--- src/rtl/uart_pkg.sv ---
// Shared constants and transmitter state encoding for the UART transmitter.
// Build option: UART_TX_PARITY_EN widens the state to 3 bits and adds a PARITY state.
package uart_pkg;

  localparam int unsigned DATA_BITS  = 8;
  localparam logic        IDLE_LEVEL = 1'b1;
  localparam int unsigned BIT_CNT_W  = 4;
  localparam int unsigned DATA_IDX_W = $clog2(DATA_BITS);

`ifdef UART_TX_PARITY_EN
  localparam int unsigned STATE_W = 3;

  typedef enum logic [STATE_W-1:0] {
    ST_IDLE   = 3'd0,
    ST_START  = 3'd1,
    ST_DATA   = 3'd2,
    ST_STOP   = 3'd3,
    ST_PARITY = 3'd4
  } tx_state_e;

  function automatic logic even_parity(input logic [DATA_BITS-1:0] d);
    return ^d;
  endfunction
`else
  localparam int unsigned STATE_W = 2;

  typedef enum logic [STATE_W-1:0] {
    ST_IDLE  = 2'd0,
    ST_START = 2'd1,
    ST_DATA  = 2'd2,
    ST_STOP  = 2'd3
  } tx_state_e;
`endif

endpackage

--- src/rtl/uart_baud_div.sv ---
// Bit-time divider: counts 0..clocks_per_bit-1 and flags (registered) the last
// cycle of each bit (bit_end) and the cycle just before it (near_end).
module uart_baud_div #(
  parameter int unsigned clocks_per_bit = 4
) (
  input  logic clock,
  input  logic tick_reset,
  input  logic clear,
  output logic bit_end,
  output logic near_end
);

  localparam int unsigned CNT_W = (clocks_per_bit > 1) ? $clog2(clocks_per_bit) : 1;
  localparam logic [CNT_W-1:0] LAST     = CNT_W'(clocks_per_bit - 1);
  localparam logic [CNT_W-1:0] PRE_LAST = CNT_W'(clocks_per_bit - 2);

  logic [CNT_W-1:0] cnt_q, cnt_d;
  logic             bit_end_q, bit_end_d;
  logic             near_end_q, near_end_d;

  // Flags are decoded from the next count so they line up with cnt_q.
  always_comb begin
    cnt_d = cnt_q + CNT_W'(1);
    if (clear || bit_end_q) begin
      cnt_d = '0;
    end
    bit_end_d  = (cnt_d == LAST);
    near_end_d = (cnt_d == PRE_LAST);
  end

  always_ff @(posedge clock) begin
    if (tick_reset) begin
      cnt_q      <= '0;
      bit_end_q  <= 1'b0;
      near_end_q <= (clocks_per_bit == 2);
    end else begin
      cnt_q      <= cnt_d;
      bit_end_q  <= bit_end_d;
      near_end_q <= near_end_d;
    end
  end

  assign bit_end  = bit_end_q;
  assign near_end = near_end_q;

endmodule

--- src/rtl/uart_tx.sv ---
// UART transmitter: start + 8 data bits (LSB first) + 1 or 2 stop bits, all outputs registered.
// Build option: UART_TX_PARITY_EN inserts an even-parity bit between data and stop bits.
module uart_tx
  import uart_pkg::*;
#(
  parameter int unsigned clocks_per_bit = 4,
  parameter int unsigned stop_bits      = 1
) (
  input  logic                 clock,
  input  logic                 tick_reset,
  input  logic [DATA_BITS-1:0] tick_send_data,
  input  logic                 tick_send_request,
  output logic                 get_serial_ret,
  output logic                 get_clear_to_send_ret,
  output logic                 get_idle_ret
);

  localparam logic [BIT_CNT_W-1:0] LAST_DATA = BIT_CNT_W'(DATA_BITS - 1);
  localparam logic [BIT_CNT_W-1:0] LAST_STOP = BIT_CNT_W'(stop_bits - 1);

  tx_state_e              state_q, state_d;
  logic [BIT_CNT_W-1:0]   bit_cnt_q, bit_cnt_d;
  logic [DATA_BITS-1:0]   data_q, data_d;
  logic                   serial_q, serial_d;
  logic                   cts_q, cts_d;
  logic                   idle_q, idle_d;
  logic                   accept;
  logic                   bit_end;
  logic                   near_end;
  logic                   baud_clear;

  // The divider sits at zero while idle so START always gets a full bit time.
  assign baud_clear = (state_q == ST_IDLE);

  uart_baud_div #(
    .clocks_per_bit(clocks_per_bit)
  ) u_baud_div (
    .clock     (clock),
    .tick_reset(tick_reset),
    .clear     (baud_clear),
    .bit_end   (bit_end),
    .near_end  (near_end)
  );

  always_comb begin
    state_d   = state_q;
    bit_cnt_d = bit_cnt_q;
    data_d    = data_q;
    serial_d  = IDLE_LEVEL;
    accept    = tick_send_request && cts_q;

    if (accept) begin
      data_d = tick_send_data;
    end

    case (state_q)
      ST_IDLE: begin
        if (accept) begin
          state_d   = ST_START;
          bit_cnt_d = '0;
        end
      end
      ST_START: begin
        if (bit_end) begin
          state_d   = ST_DATA;
          bit_cnt_d = '0;
        end
      end
      ST_DATA: begin
        if (bit_end) begin
          bit_cnt_d = bit_cnt_q + BIT_CNT_W'(1);
          if (bit_cnt_q == LAST_DATA) begin
            bit_cnt_d = '0;
`ifdef UART_TX_PARITY_EN
            state_d   = ST_PARITY;
`else
            state_d   = ST_STOP;
`endif
          end
        end
      end
`ifdef UART_TX_PARITY_EN
      ST_PARITY: begin
        if (bit_end) begin
          state_d   = ST_STOP;
          bit_cnt_d = '0;
        end
      end
`endif
      ST_STOP: begin
        if (bit_end) begin
          bit_cnt_d = bit_cnt_q + BIT_CNT_W'(1);
          if (bit_cnt_q == LAST_STOP) begin
            bit_cnt_d = '0;
            state_d   = accept ? ST_START : ST_IDLE;
          end
        end
      end
      default: begin
        state_d   = ST_IDLE;
        bit_cnt_d = '0;
      end
    endcase

    // Outputs are decoded from the next state so the registered line tracks the FSM.
    case (state_d)
      ST_START:  serial_d = ~IDLE_LEVEL;
      ST_DATA:   serial_d = data_d[bit_cnt_d[DATA_IDX_W-1:0]];
`ifdef UART_TX_PARITY_EN
      ST_PARITY: serial_d = even_parity(data_d);
`endif
      default:   serial_d = IDLE_LEVEL;
    endcase

    idle_d = (state_d == ST_IDLE);
    cts_d  = idle_d || ((state_d == ST_STOP) && (bit_cnt_d == LAST_STOP) && near_end);
  end

  always_ff @(posedge clock) begin
    if (tick_reset) begin
      state_q   <= ST_IDLE;
      bit_cnt_q <= '0;
      data_q    <= '0;
      serial_q  <= IDLE_LEVEL;
      cts_q     <= 1'b1;
      idle_q    <= 1'b1;
    end else begin
      state_q   <= state_d;
      bit_cnt_q <= bit_cnt_d;
      data_q    <= data_d;
      serial_q  <= serial_d;
      cts_q     <= cts_d;
      idle_q    <= idle_d;
    end
  end

  assign get_serial_ret        = serial_q;
  assign get_clear_to_send_ret = cts_q;
  assign get_idle_ret          = idle_q;

endmodule

--- config.mk ---
export PLATFORM = sky130hd
export DESIGN_NAME = uart_tx
export DESIGN_NICKNAME = d
export VERILOG_FILES = /design/src/rtl/uart_pkg.sv /design/src/rtl/uart_baud_div.sv /design/src/rtl/uart_tx.sv
export SDC_FILE = /design/constraint.sdc
export NUM_CORES = 1
export LEC_CHECK = 0
export CAP_MARGIN = 20
export CORE_UTILIZATION = 40
export CTS_CLUSTER_DIAMETER = 100
export DETAILED_ROUTE_END_ITERATION = 7
export HOLD_SLACK_MARGIN = 0.15
export PLACE_DENSITY = 0.64
export SETUP_SLACK_MARGIN = 0.2
export SYNTH_ARGS = -nofsm -noshare
export SYNTH_HDL_FRONTEND = slang
export SYNTH_SLANG_ARGS = --single-unit
--- constraint.sdc ---
create_clock -name clock -period 2.3 [get_ports clock]
set_clock_uncertainty 0.05 [all_clocks]
set_input_delay 0.23 -clock clock [delete_from_list [all_inputs] [get_ports clock]]
set_output_delay 0.23 -clock clock [all_outputs]
set_load 0.05 [all_outputs]
==> run_results.csv, run 1 <==
group,metric,value,unit
yosys,synth-main-ff-cell,"dfxtp_1",
worst_hold_path,hold_depth,2,
yosys,synth_warnings,0,
timing,finalHoldViolCount,0,
yosys,synth.net_count,119,
worst_setup_path,arrival,2.11,ns
timing,setup_ws,0.326,ns
cts,clkLatencyLatePin,0.30,ns
die,rows,17,
worst_hold_path,whs_endpoint,"data_q[6]",
pwr,power_leakage,0.459,nW
yosys,syn_avg_cell_area,9.67,sq um
worst_setup_path,end_kind,"register",
timing,setup_violations,0,
die,io_pins,14,
timing,finalCritPeriodShare,85.8,%
timing,min_period,1.97,ns
cts,cts_root_buf,"clkbuf_4",
placed_design,dp.cells,146,
cells_and_area,final_util,52.2,%
timing,relSlewSlack,67.0,%
worst_setup_path,worstPathCellList,"inv_1, ha_1, mux2i_4, o22ai_4, mux4_1, a311oi_1, o211ai_1",
yosys,synth_cell_type_count,40,
cells_and_area,regArea,420,sq um
cts,numCtsBuffers,3,
worst_hold_path,holdCritStartpoint,"data_q[6]",
die,dieArea,2770,sq um
cells_and_area,instances_no_fill,150,
worst_setup_path,r2r_slack,0.33,ns
detailed_routing,drt-total-wl,2.05,mm
cts,cts_buffer_depth,2,
detailed_routing,viasPerCell,5.29,
yosys,ys_seq_elements,21,
yosys,synth_area,1020,sq um
pwr,power_density,567,nW/um^2
worst_setup_path,critPathKind,"register to register",
placed_design,hpwlAfterDp,1.59,mm
cells_and_area,final_cell_mix,"dfxtp_1 (21), nor2_1 (15), clkdlybuf4s50_1 (13), nand2_1 (10), mux2i_1 (10)",
cts,path_clk_slew,0.12,ns
cts,cts_tree,"built",
worst_setup_path,r2r_start,"bit_cnt_q[1]",
run_status,status,"completed",
cts,cts_hold_buf,0,
worst_setup_path,slowest_delay,0.43,ns
worst_setup_path,cp-start-kind,"register",
worst_setup_path,cp_slowest_cell,"dfxtp_1",
cts,cts_resized,0,
detailed_routing,ant_nets,0,
detailed_routing,drt_drc_violations_left,0,
worst_hold_path,min_path_type,"register to register",
timing,rsz0062_at_grt,"false",
cts,clock_sinks,21,
run,cap_violations,0,
global_route,overflow,0,
placed_design,dp_slack,0.329,ns
worst_setup_path,cp.required,2.44,ns
worst_setup_path,cp_num_buf_inv,1,
yosys,ys_async_sr_fraction,0,%
global_route,grt_pass1_wl,3.39,mm
placed_design,portBuffers,13,
worst_setup_path,crit_family,"compound AO/OA/AOI/OAI gates",
global_route,antenna_found_initial,0,
worst_setup_path,reg2reg_depth,7,
yosys,synth_cells,106,
cells_and_area,fillers,222,
cells_and_area,layout-drive-gt1-share,12.3,%
die,dieWidth,52.6,um
die,die_y,52.6,um
global_route,grt_pass1_vias,731,
timing,setup_tns,0,ns
detailed_routing,route.detailed.wl_per_inst,13.7,um
pwr,peakVddDrop,385,uV
cts,post-cts-setup-buffers,0,
timing,slew_violations,0,
timing,worstMarginPinSlew,0.494,ns
detailed_routing,first_iter_violations,7,
cells_and_area,n_antenna_cell,0,
detailed_routing,firstDrtPassIters,4,
cts,cts_htree_levels,1,
global_route,grt_max_degree,12,
cells_and_area,area_growth,18.2,%
timing,fmax,507,MHz
global_route,grt_usage,17.2,%
cells_and_area,layout.cells.most_common,"dfxtp_1",
detailed_routing,num_vias,794,
die,fp.coreArea,2320,sq um
cells_and_area,layout.nets,136,
placed_design,gp_congestion,0.788,
worst_setup_path,reg2reg_to,"get_serial_ret",
yosys,yosysSeqAreaShare,41.0,%
worst_setup_path,path_max_fanout,4,
yosys,synth_edf_count,0,
die,start_util,44.2,%
cells_and_area,multi_input_area,566,sq um
cell type report:
class                   count  share of cell area (%)
flip-flops and latches     21                    34.7
multi-input cells          78                    46.7
inverters                   3                   0.930
clock buffers               4                    2.17
repair buffers             16                    12.6
well taps                  28                    2.89
metrics by stage:
stage                     hold WS [ns]  area, sq um  total power [mW]
after CTS                        0.423         1210             0.698
after global placement           0.390         1180             0.518
after detailed placement         0.407         1180             0.520
final                            0.419         1210             0.686
after floorplan                  0.249         1020             0.475
after global routing             0.464         1210             0.721
synthesized netlist by cell type (2+ instances only):
library cell / n / area (sq um)
o21ai_0: 2 / 10.0
dfxtp_1: 21 / 420
nand3_1: 2 / 10.0
nand2_1: 10 / 37.5
ha_1: 2 / 25.0
a211oi_1: 2 / 15.0
inv_1: 3 / 11.3
nor3b_1: 2 / 15.0
mux2i_1: 10 / 100
nor2_1: 15 / 56.3
a21oi_1: 8 / 40.0
logic make-up after synthesis:
logic type | share of synthesized area (%)
buffers and inverters | 3.78
AND/OR/NAND/NOR | 18.7
multiplexers | 15.6
XOR/XNOR | 1.71
AO/OA/AOI/OAI | 16.7
adder cells (fa/ha/maj) | 2.44
flip-flops | 41.0
registers in the layout (all words and copies together), names as in the netlist:
signal and count:
state_q 2, data_q 8, u_baud_div.cnt_q 2, get_serial_ret 1
get_idle_ret 1, u_baud_div.near_end 1, u_baud_div.bit_end 1, bit_cnt_q 4
get_clear_to_send_ret 1
how the worst max path moves through the flow:
stage                       from        endpoint  slack (ns)  cells past startpoint
6_report            bit_cnt_q[1]  get_serial_ret        0.33                      7
2_1_floorplan       bit_cnt_q[1]  get_serial_ret        0.42                      7
5_1_grt             bit_cnt_q[1]  get_serial_ret        0.24                      7
4_1_cts             bit_cnt_q[1]  get_serial_ret        0.32                      7
3_5_place_dp        bit_cnt_q[1]  get_serial_ret        0.33                      7
3_3_place_gp   tick_send_request  get_serial_ret        0.40                      5
worst min-delay path, cell delays in order, from the launching register on:
cell     delay (ns)
dfxtp_1        0.33
nand2_1        0.05
a21oi_1        0.05
where the power goes:
part           switching, mW  internal, mW  total, mW  leakage (nW)
clock network          0.107        0.0676      0.175        0.0150
registers            0.00981         0.382      0.391         0.172
logic                 0.0632        0.0566      0.120         0.272
total                  0.180         0.506      0.686         0.459
per-layer routing:
| metal | wire [um] | track usage, % | share of wire (%) | vias to the layer above |
|---|---|---|---|---|
| li1 | - | - | - | 408 |
| met1 | 1030 | 22.5 | 50 | 376 |
| met2 | 949 | 27.4 | 46 | 10 |
| met3 | 64 | 6.09 | 3.1 | 0 |
| met4 | 0 | 2.63 | 0 | 0 |
| met5 | 0 | 0 | 0 | - |
(Power assumes the default switching activity.)
==> run 2, diff against run 1 <==
CORE_MARGIN = 4   (was not set)
==> run 2 against run 1 <==
Net effect: clock-buffer cell count is 1 lower; global-route usage decreased by 4.6 points; sequential power barely moved; via count shrank 0.63%; clock power rose by 3%; first-iteration DRC count is 140% higher; critical path type unchanged; largest cell class unchanged.
==> run_results.csv, run 2 (synthesis results as in run 1) <==
group,metric,value,unit
run_status,status,"completed",
worst_setup_path,worstPathCellList,"inv_1, ha_1, mux2i_4, o22ai_4, mux4_1, a311oi_1, o211ai_1",
worst_hold_path,hold_depth,2,
timing,slew_violations,0,
detailed_routing,route.detailed.wl_per_inst,12.8,um
worst_setup_path,crit_family,"compound AO/OA/AOI/OAI gates",
worst_setup_path,critPathKind,"register to register",
timing,worstMarginPinSlew,0.493,ns
placed_design,hpwlAfterDp,1.50,mm
timing,relSlewSlack,67.0,%
placed_design,gp_congestion,0.841,
cts,post-cts-setup-buffers,0,
timing,finalHoldViolCount,0,
timing,min_period,1.96,ns
cells_and_area,n_antenna_cell,0,
worst_hold_path,min_path_type,"register to register",
worst_setup_path,cp-start-kind,"register",
die,fp.coreArea,2450,sq um
die,die_y,58.6,um
cts,cts_buffer_depth,2,
pwr,power_density,568,nW/um^2
cells_and_area,largest_register_ff_count,8,
global_route,overflow,0,
cts,cts_root_buf,"clkbuf_4",
timing,rsz0062_at_grt,"false",
cts,numCtsBuffers,3,
detailed_routing,firstDrtPassIters,4,
detailed_routing,viasPerCell,5.19,
die,io_pins,14,
cells_and_area,regArea,420,sq um
cells_and_area,max_flop_register,"data_q",
cells_and_area,instances_no_fill,152,
cts,cts_resized,0,
cts,clock_sinks,21,
worst_setup_path,crit_cells,7,
cells_and_area,final_cell_mix,"dfxtp_1 (21), nor2_1 (15), clkdlybuf4s50_1 (13), nand2_1 (10), mux2i_1 (10)",
cells_and_area,multi_input_area,566,sq um
detailed_routing,first_iter_violations,17,
detailed_routing,drt-total-wl,1.94,mm
cts,cts_hold_buf,0,
cells_and_area,final_util,49.5,%
cells_and_area,layout-drive-gt1-share,13.1,%
cts,cts_htree_levels,1,
die,rows,18,
worst_setup_path,end_kind,"register",
detailed_routing,drt_drc_violations_left,0,
detailed_routing,ant_nets,0,
timing,finalCritPeriodShare,85.1,%
worst_setup_path,arrival,2.10,ns
cells_and_area,area_growth,18.6,%
die,dieWidth,58.6,um
timing,setup_tns,0,ns
cts,cts_tree,"built",
pwr,power_leakage,0.462,nW
placed_design,portBuffers,13,
cells_and_area,layout.nets,136,
cts,clkLatencyLatePin,0.30,ns
die,start_util,41.7,%
global_route,grt_pass1_vias,747,
cts,path_clk_slew,0.12,ns
cells_and_area,fillers,237,
placed_design,dp.cells,148,
timing,fmax,511,MHz
global_route,grt_max_degree,13,
global_route,antenna_found_initial,0,
worst_setup_path,cp_slowest_cell,"dfxtp_1",
worst_setup_path,slowest_delay,0.41,ns
die,dieArea,3440,sq um
detailed_routing,num_vias,789,
worst_setup_path,reg2reg_depth,7,
pwr,total_power,0.690,mW
global_route,grt_usage,12.6,%
global_route,grt_pass1_wl,3.33,mm
pwr,peakVddDrop,555,uV
run,cap_violations,0,
timing,setup_violations,0,
worst_setup_path,cp.required,2.44,ns
cells_and_area,layout.cells.most_common,"dfxtp_1",
cells_and_area,top_regs,"data_q x8, bit_cnt_q x4",
worst_setup_path,cp_num_buf_inv,1,
worst_setup_path,path_max_fanout,6,
run 2: tightest hold or removal path: cells and delay by family (launching register included):
| family | cells | cell delay, ns |
|---|---|---|
| flip-flops | 1 | 0.33 |
| AO/OA/AOI/OAI | 1 | 0.06 |
| AND/OR/NAND/NOR | 1 | 0.05 |
run 2: through the flow:
stage / instance area (sq um) / worst slack, ns / hold slack, ns
6_report: 1210 / 0.342 / 0.417
5_1_grt: 1210 / 0.230 / 0.437
4_1_cts: 1210 / 0.313 / 0.418
3_5_place_dp: 1190 / 0.223 / 0.400
3_3_place_gp: 1190 / 0.301 / 0.395
2_1_floorplan: 1020 / 0.418 / 0.249
run 2: cell type report:
| class | count | area share, % |
|---|---|---|
| Timing Repair Buffer | 16 | 12.6 |
| Clock inverter | 1 | 0.412 |
| Clock buffer | 3 | 1.85 |
| Tap cell | 30 | 3.09 |
| Sequential cell | 21 | 34.6 |
| Multi-Input combinational cell | 78 | 46.5 |
| Inverter | 3 | 0.927 |
run 2: routing by layer:
metal | GRT usage, % | up-vias | routed length, um | part of all wire (%)
li1 | - | 408 | - | -
met1 | 17.5 | 356 | 976 | 50
met2 | 18.5 | 17 | 824 | 43
met3 | 2.63 | 8 | 76 | 3.9
met4 | 5.83 | 0 | 60 | 3.1
met5 | 0 | - | 0 | 0
run 2: worst paths after layout:
kind | start | endpoint | slack (ns)
setup / recovery | bit_cnt_q[0] | get_serial_ret | 0.34
hold / removal | data_q[4] | data_q[4] | 0.42
setup reg to reg | bit_cnt_q[0] | get_serial_ret | 0.34
hold reg to reg | data_q[4] | data_q[4] | 0.42
run 2: power breakdown:
part,leakage [nW],switching [mW],total [mW],internal (mW)
clock network,0.0177,0.115,0.180,0.0649
registers,0.172,0.00939,0.391,0.382
logic,0.272,0.0630,0.119,0.0565
total,0.462,0.187,0.690,0.503
